`src/rtl/usb_rx_core.sv`:
```
// rtl/usb_rx_core.sv - USB full-speed receive path: line sampling, NRZI decode, unstuffing, packet decode
module usb_rx_core #(
    parameter int CLKS_PER_BIT = 8,
    parameter int MAX_PAYLOAD  = 64
) (
    input  logic       clk,
    input  logic       n_rst,
    input  logic       dplus_in,
    input  logic       dminus_in,
    output logic [2:0] rx_packet,
    output logic       rx_transfer_active,
    output logic       rx_error,
    output logic       rx_data_ready,
    output logic       store_rx_packet_data,
    output logic [7:0] rx_packet_data
);
    localparam int CW = (CLKS_PER_BIT > 2) ? $clog2(CLKS_PER_BIT) : 1;
    localparam int BW = $clog2(MAX_PAYLOAD + 3);
    localparam logic [1:0] LINE_J = 2'b10;

    typedef enum logic [2:0] {S_IDLE, S_SYNC, S_PID, S_TOKEN, S_HAND, S_DATA, S_EOP, S_ERR} state_t;

    state_t          state;
    logic            dp_s1, dp_s2, dm_s1, dm_s2, dp_prev;
    logic [CW-1:0]   cnt;
    logic [1:0]      prev_line;
    logic [2:0]      ones;
    logic [2:0]      bitcnt;
    logic [7:0]      shreg;
    logic [BW-1:0]   byte_cnt;
    logic [7:0]      hold0, hold1;
    logic [1:0]      se0_cnt;
    logic [2:0]      j_cnt;
    logic            pkt_data;

    logic [1:0] line;
    logic       edge_seen, sample, is_j, is_k, is_se0, nrzi_bit, stuff_drop, byte_done, err_now;
    logic [7:0] new_byte;
    logic [2:0] pid_cls;

    function automatic logic [2:0] pid_class(input logic [7:0] p);
        case (p)
            8'hE1:        pid_class = 3'd1;
            8'h69:        pid_class = 3'd2;
            8'hC3, 8'h4B: pid_class = 3'd3;
            8'hD2:        pid_class = 3'd4;
            8'h5A:        pid_class = 3'd5;
            8'h1E:        pid_class = 3'd6;
            default:      pid_class = 3'd0;
        endcase
    endfunction

    assign line       = {dp_s2, dm_s2};
    assign edge_seen  = dp_s2 != dp_prev;
    assign sample     = !edge_seen && (cnt == CW'(CLKS_PER_BIT / 2 - 1));
    assign is_j       = line == LINE_J;
    assign is_k       = line == 2'b01;
    assign is_se0     = line == 2'b00;
    assign nrzi_bit   = line == prev_line;
    assign stuff_drop = ones == 3'd6;
    assign new_byte   = {nrzi_bit, shreg[7:1]};
    assign byte_done  = !stuff_drop && (bitcnt == 3'd7);
    assign pid_cls    = pid_class(new_byte);

    always_comb begin
        err_now = 1'b0;
        if (sample) begin
            case (state)
                S_SYNC, S_PID, S_TOKEN, S_HAND, S_DATA: begin
                    if (is_se0)
                        err_now = (bitcnt != 3'd0) ||
                                  !((state == S_TOKEN && byte_cnt == BW'(2)) || state == S_HAND ||
                                    (state == S_DATA && byte_cnt >= BW'(2)));
                    else if (!is_j && !is_k)
                        err_now = 1'b1;
                    else if (state == S_HAND)
                        err_now = 1'b1;
                    else if (stuff_drop)
                        err_now = nrzi_bit;
                    else if (byte_done) begin
                        case (state)
                            S_SYNC:  err_now = new_byte != 8'h80;
                            S_PID:   err_now = pid_cls == 3'd0;
                            S_TOKEN: err_now = byte_cnt == BW'(2);
                            default: err_now = byte_cnt == BW'(MAX_PAYLOAD + 2);
                        endcase
                    end
                end
                S_EOP: begin
                    if (is_se0)    err_now = se0_cnt == 2'd2;
                    else if (is_j) err_now = se0_cnt != 2'd2;
                    else           err_now = 1'b1;
                end
                default: err_now = 1'b0;
            endcase
        end
    end

    always_ff @(posedge clk or negedge n_rst) begin
        if (!n_rst) begin
            state                <= S_IDLE;
            dp_s1                <= 1'b1;
            dp_s2                <= 1'b1;
            dm_s1                <= 1'b0;
            dm_s2                <= 1'b0;
            dp_prev              <= 1'b1;
            cnt                  <= '0;
            prev_line            <= LINE_J;
            ones                 <= '0;
            bitcnt               <= '0;
            shreg                <= '0;
            byte_cnt             <= '0;
            hold0                <= '0;
            hold1                <= '0;
            se0_cnt              <= '0;
            j_cnt                <= '0;
            pkt_data             <= 1'b0;
            rx_packet            <= '0;
            rx_transfer_active   <= 1'b0;
            rx_error             <= 1'b0;
            rx_data_ready        <= 1'b0;
            store_rx_packet_data <= 1'b0;
            rx_packet_data       <= '0;
        end else begin
            dp_s1   <= dplus_in;
            dp_s2   <= dp_s1;
            dm_s1   <= dminus_in;
            dm_s2   <= dm_s1;
            dp_prev <= dp_s2;
            // Every D+ edge re-centres the sampling point on the new bit
            if (edge_seen)
                cnt <= '0;
            else
                cnt <= (cnt == CW'(CLKS_PER_BIT - 1)) ? '0 : cnt + CW'(1);

            store_rx_packet_data <= 1'b0;
            rx_data_ready        <= 1'b0;

            if (sample) begin
                prev_line <= line;
                if (err_now) begin
                    state    <= S_ERR;
                    rx_error <= 1'b1;
                    se0_cnt  <= {1'b0, is_se0};
                    j_cnt    <= {2'b0, is_j};
                end else begin
                    case (state)
                        S_IDLE: if (is_k && prev_line == LINE_J) begin
                            state              <= S_SYNC;
                            rx_packet          <= '0;
                            rx_error           <= 1'b0;
                            rx_transfer_active <= 1'b1;
                            shreg              <= new_byte;
                            bitcnt             <= 3'd1;
                            ones               <= '0;
                            byte_cnt           <= '0;
                        end
                        S_SYNC, S_PID, S_TOKEN, S_HAND, S_DATA: begin
                            if (is_se0) begin
                                state    <= S_EOP;
                                se0_cnt  <= 2'd1;
                                pkt_data <= state == S_DATA;
                            end else if (stuff_drop) begin
                                ones <= '0;
                            end else begin
                                ones   <= nrzi_bit ? ones + 3'd1 : 3'd0;
                                shreg  <= new_byte;
                                bitcnt <= bitcnt + 3'd1;
                                if (byte_done) begin
                                    case (state)
                                        S_SYNC: state <= S_PID;
                                        S_PID: begin
                                            rx_packet <= pid_cls;
                                            byte_cnt  <= '0;
                                            if (pid_cls == 3'd3)
                                                state <= S_DATA;
                                            else if (pid_cls == 3'd1 || pid_cls == 3'd2)
                                                state <= S_TOKEN;
                                            else
                                                state <= S_HAND;
                                        end
                                        S_TOKEN: byte_cnt <= byte_cnt + BW'(1);
                                        default: begin
                                            // Two-byte delay line keeps the trailing CRC16 out of the buffer
                                            byte_cnt <= byte_cnt + BW'(1);
                                            hold0    <= new_byte;
                                            hold1    <= hold0;
                                            if (byte_cnt >= BW'(2)) begin
                                                store_rx_packet_data <= 1'b1;
                                                rx_packet_data       <= hold1;
                                            end
                                        end
                                    endcase
                                end
                            end
                        end
                        S_EOP: begin
                            if (is_se0) begin
                                se0_cnt <= 2'd2;
                            end else begin
                                state              <= S_IDLE;
                                rx_transfer_active <= 1'b0;
                                rx_data_ready      <= pkt_data;
                            end
                        end
                        S_ERR: begin
                            if (is_j) begin
                                se0_cnt <= '0;
                                j_cnt   <= j_cnt + 3'd1;
                                if (se0_cnt == 2'd2 || j_cnt == 3'd7) begin
                                    state              <= S_IDLE;
                                    rx_transfer_active <= 1'b0;
                                end
                            end else if (is_se0) begin
                                j_cnt   <= '0;
                                se0_cnt <= (se0_cnt == 2'd2) ? 2'd2 : se0_cnt + 2'd1;
                            end else begin
                                j_cnt   <= '0;
                                se0_cnt <= '0;
                            end
                        end
                        default: state <= S_IDLE;
                    endcase
                end
            end
        end
    end
endmodule

```
`config.mk`:
```
export PLATFORM = sky130hd
export DESIGN_NAME = usb_rx_core
export DESIGN_NICKNAME = d
export VERILOG_FILES = /design/src/rtl/usb_rx_core.sv
export SDC_FILE = /design/constraint.sdc
export NUM_CORES = 1
export LEC_CHECK = 0
export ABC_CLOCK_PERIOD_IN_PS = 3200
export CORE_ASPECT_RATIO = 0.9
export CORE_MARGIN = 2
export CORE_UTILIZATION = 63
export CTS_BUF_LIST = sky130_fd_sc_hd__clkbuf_2
export CTS_CLUSTER_SIZE = 28
export DETAILED_ROUTE_END_ITERATION = 6
export GPL_ROUTABILITY_DRIVEN = 0
export PLACE_DENSITY = 0.81
export SYNTH_ARGS = -nofsm -noshare
export SYNTH_HDL_FRONTEND = slang
export SYNTH_SLANG_ARGS = --single-unit
```
`constraint.sdc`:
```
create_clock -name clk -period 3.2 [get_ports clk]
set_clock_uncertainty 0.2 [all_clocks]
set_input_delay 0.8 -clock clk [delete_from_list [all_inputs] [get_ports clk]]
set_output_delay 0.8 -clock clk [all_outputs]
set_load 0.05 [all_outputs]
```
==> flow_metrics.env <==
export IMPL_outcome="finished, final reports clean"
export IMPL_async_set_or_reset_flop_fraction_in_the_synthesized_netlist=1.00
export IMPL_timing_final_hold_violations=0
export IMPL_leakagePower_nw=1.99
export IMPL_setup_violations=0
export IMPL_finalNonFillerCells=471
export IMPL_first_global_vias=2801
export IMPL_worstPathRequired_ns=3.44
export IMPL_chipWidth_um=87.5
export IMPL_multi_input_comb_area_um2=2000
export IMPL_setup_total_negative_slack_ns=0
export IMPL_crit_path_max_fanout=13
export IMPL_via_count=2953
export IMPL_cts_htree_levels=3
export IMPL_synth_seq_cells=70
export IMPL_io_buffer_count=18
export IMPL_rr_startpoint="dp_s2$_DFF_PN1_"
export IMPL_path_class="reg2reg"
export IMPL_dp_hpwl_um=5620
export IMPL_synth_warnings=0
export IMPL_worstHoldPathCells=0
export IMPL_synthCells=369
export IMPL_synth_enable_flop_cells=0
export IMPL_antenna_violating_nets_post_route=0
export IMPL_route_detailed_drc=0
export IMPL_grt_total_usage=0.245
export IMPL_slew_headroom=0.635
export IMPL_cts_reportedPaths_clkPinSlew_ns=0.20
export IMPL_netlist_cell_type_count=72
export IMPL_die_area_um2=6930
export IMPL_critical_path_max_stage_delay_ns=0.71
export IMPL_count_of_antenna_diodes_in_the_layout=0
export IMPL_fmaxAchievable_mhz=332
export IMPL_grt_setup_unrepaired="no"
export IMPL_fp_dieH_um=79.2
export IMPL_yosysTopAreaCell="sky130_fd_sc_hd__dfrtp_1"
export IMPL_netlist_area_um2=3950
export IMPL_max_vdd_ir_drop_mv=0.340
export IMPL_nNetsFinal=415
export IMPL_fin_crit_sh=0.940
export IMPL_hold_path_end="dp_s2$_DFF_PN1_"
export IMPL_final_max_slew_viol_count=0
export IMPL_post_synth_cell_area_avg_um2=10.7
export IMPL_via_cell_ratio=6.27
export IMPL_routedWlPerCell_um=16.5
export IMPL_final_min_clock_period_ns=3.01
export IMPL_synth_top_cells_by_area="sky130_fd_sc_hd__dfrtp_1 (42%), sky130_fd_sc_hd__mux2_2 (8.3%), sky130_fd_sc_hd__ha_1 (5.4%)"
export IMPL_cts_made_buffers=9
export IMPL_critical_path_slowest_cell="sky130_fd_sc_hd__dfstp_2"
export IMPL_clock_tree_root="sky130_fd_sc_hd__clkbuf_2"
export IMPL_register_area_um2=1760
export IMPL_fillerInstances=460
export IMPL_post_synth_top_area_fraction=0.418
export IMPL_reg2reg_to="shreg[5]$_DFFE_PN0P_"
export IMPL_numClockSinks=70
export IMPL_most_common_flop_cell_mapped_by_yosys="sky130_fd_sc_hd__dfrtp_1"
export IMPL_cts_path_max_buffers=2
export IMPL_final_layout_size_suffix_gt1_frac=0.201
export IMPL_clk_latency_ns=0.54
export IMPL_num_rows=27
export IMPL_timing_reg2reg_setup_slack_ns=0.19
export IMPL_critical_path_startpoint="dp_s2$_DFF_PN1_"
export IMPL_grt_start_max_net_pins=30
export IMPL_worstMarginPinSlew_ns=0.544
export IMPL_grt_antenna_before_repair=0
export IMPL_pwr_cell_area_nw_per_um2=577
export IMPL_cts_tree="built"
export IMPL_hp_start="dp_s1$_DFF_PN1_"
export IMPL_final_routed_wirelength_across_all_metal_layers_um=7770
export IMPL_grt_first_pass_wirelength_um=13100
export IMPL_worst_setup_path_start_kind="register"
export IMPL_drtPass1Iterations=5
export IMPL_timing_reg2reg_worst_path_depth=9
export IMPL_synth_seq_area_share=0.444
export IMPL_drt_initial_drc_count=207
export IMPL_synth_net_count=390
export IMPL_critPathCaptureType="register"
export IMPL_dpl_cell_count=454
export IMPL_min_delay_path_class="reg2reg"
export IMPL_max_cap_violations=0
export IMPL_ioPinCount=19
export IMPL_area_growth_synth_to_final_pct=8.54
export IMPL_worst_ep_arrival_time_ns=3.25
export IMPL_crit_path_cell_trace="inv_1, ha_1, buf_4, and3b_1, o31ai_1, or2b_2, o21ai_4, o211ai_4, mux2_2"
export IMPL_floorplan_initialDensity=0.650
export IMPL_leftover_overflow_at_the_end_of_global_routing=0
export IMPL_post_cts_setup_buffer_count=0
export IMPL_design_core_area_um2=6080
==> logic make-up (layout without fill, tap and decap cells) <==
family	after synthesis	after routing	synth area share
AO/OA/AOI/OAI	80	80	0.155
flip-flops	70	70	0.444
buffers and inverters	34	64	0.0503
XOR/XNOR	8	8	0.0196
AND/OR/NAND/NOR	122	122	0.166
multiplexers	38	38	0.110
adder cells (fa/ha/maj)	17	17	0.0538
==> state kept, by name, summed over array words and instances (netlist names), 3 cells and up <==
signal and count:
state 3, hold1 8, j_cnt 3, ones 3, byte_cnt 7, rx_packet_data 8
hold0 8, bitcnt 3, shreg 7, cnt 3, rx_packet 3
==> layout make-up <==
cell class | instances | area share
Clock buffer | 9 | 0.0105
Inverter | 20 | 0.0175
Sequential cell | 70 | 0.409
Clock inverter | 7 | 0.0169
Timing Repair Buffer | 28 | 0.0589
Multi-Input combinational cell | 265 | 0.466
Tap cell | 72 | 0.0210
==> critical path, delay by kind of cell (launching register included) <==
kind / cells / cell delay [ns]
AOI/OAI and AO/OA: 3 / 0.72
buffers and inverters: 2 / 0.28
adders and majority gates: 1 / 0.22
DFF: 1 / 0.71
and+or+nand+nor: 2 / 0.41
muxes: 1 / 0.38
==> per-layer routing <==
metal / up-vias / share of wire / global-route usage
met5: - / 0 / 0
met4: 0 / 0.016 / 0.0815
met3: 15 / 0.057 / 0.0561
met2: 112 / 0.46 / 0.369
met1: 1427 / 0.47 / 0.349
li1: 1399 / - / -
==> report_power, final <==
group          switching [mW]  total, mW  internal, mW
sequential              0.131       1.10         0.964
clock                   0.332      0.515         0.183
combinational           0.553      0.865         0.312
==> stage by stage <==
step | setup WS, ns | total power, mW | utilization | area (um2) | hold slack, ns
floorplan | 0.370 | 1.73 | - | 3950 | 0.131
global placement | 0.367 | 1.93 | 0.685 | 4160 | 0.134
detailed placement | 0.250 | 1.95 | 0.685 | 4160 | 0.137
CTS | 0.211 | 2.47 | 0.706 | 4290 | 0.157
global route | 0.0689 | 2.63 | 0.706 | 4290 | 0.164
finish | 0.192 | 2.47 | 0.706 | 4290 | 0.156
==> cell usage after synthesis, types with 3 or more instances <==
library cell and count:
sky130_fd_sc_hd__xnor2_1 4, sky130_fd_sc_hd__clkbuf_8 4, sky130_fd_sc_hd__nor2_1 26, sky130_fd_sc_hd__dfrtp_1 66, sky130_fd_sc_hd__o21ai_0 20, sky130_fd_sc_hd__nor3_1 8, sky130_fd_sc_hd__a32o_1 6, sky130_fd_sc_hd__nor3b_1 3
sky130_fd_sc_hd__a21oi_1 8, sky130_fd_sc_hd__o31ai_1 4, sky130_fd_sc_hd__and3b_1 4, sky130_fd_sc_hd__nand2b_1 3, sky130_fd_sc_hd__mux2i_1 5, sky130_fd_sc_hd__nor4_1 3, sky130_fd_sc_hd__nand2_1 33, sky130_fd_sc_hd__mux2_2 29
sky130_fd_sc_hd__nor2b_1 3, sky130_fd_sc_hd__xor2_1 3, sky130_fd_sc_hd__mux2_4 4, sky130_fd_sc_hd__o211ai_1 8, sky130_fd_sc_hd__inv_1 19, sky130_fd_sc_hd__buf_2 4, sky130_fd_sc_hd__and3_1 3, sky130_fd_sc_hd__nand3_1 12
sky130_fd_sc_hd__nand4_1 5, sky130_fd_sc_hd__a31oi_1 3, sky130_fd_sc_hd__dfstp_2 4, sky130_fd_sc_hd__a22o_1 3, sky130_fd_sc_hd__buf_6 3, sky130_fd_sc_hd__ha_1 17
==> worst max-delay path by stage <==
| stage | end | slack, ns | cells past startpoint |
|---|---|---|---|
| floorplan | hold0[0]$_DFFE_PN0P_ | 0.37 | 10 |
| finish | shreg[5]$_DFFE_PN0P_ | 0.19 | 9 |
| global route | shreg[2]$_DFFE_PN0P_ | 0.07 | 9 |
| detailed placement | shreg[5]$_DFFE_PN0P_ | 0.25 | 9 |
| CTS | rx_packet[1]$_DFFE_PN0P_ | 0.21 | 7 |
| global placement | shreg[5]$_DFFE_PN0P_ | 0.37 | 9 |
==> cell usage in the layout, fill, tap and decap left out, types with 5 or more instances in the layout <==
master,count
sky130_fd_sc_hd__a32o_1,6
sky130_fd_sc_hd__clkbuf_2,9
sky130_fd_sc_hd__buf_4,9
sky130_fd_sc_hd__nor2_1,26
sky130_fd_sc_hd__clkdlybuf4s50_1,17
sky130_fd_sc_hd__nand2_1,33
sky130_fd_sc_hd__nor3_1,8
sky130_fd_sc_hd__nand4_1,5
sky130_fd_sc_hd__a21oi_1,8
sky130_fd_sc_hd__dfrtp_1,66
sky130_fd_sc_hd__nand3_1,12
sky130_fd_sc_hd__ha_1,17
sky130_fd_sc_hd__o21ai_0,20
sky130_fd_sc_hd__inv_1,19
sky130_fd_sc_hd__mux2_2,29
sky130_fd_sc_hd__mux2i_1,5
sky130_fd_sc_hd__o211ai_1,8
==> timing repair <==
action                                  in CTS  in global routing
endpoints found under the setup margin       0                  2
hold buffers                                 1                  0
hold endpoints to repair                    14                  0
resized for setup                            0                  1
Note: power is estimated with default switching activity, not from simulation.
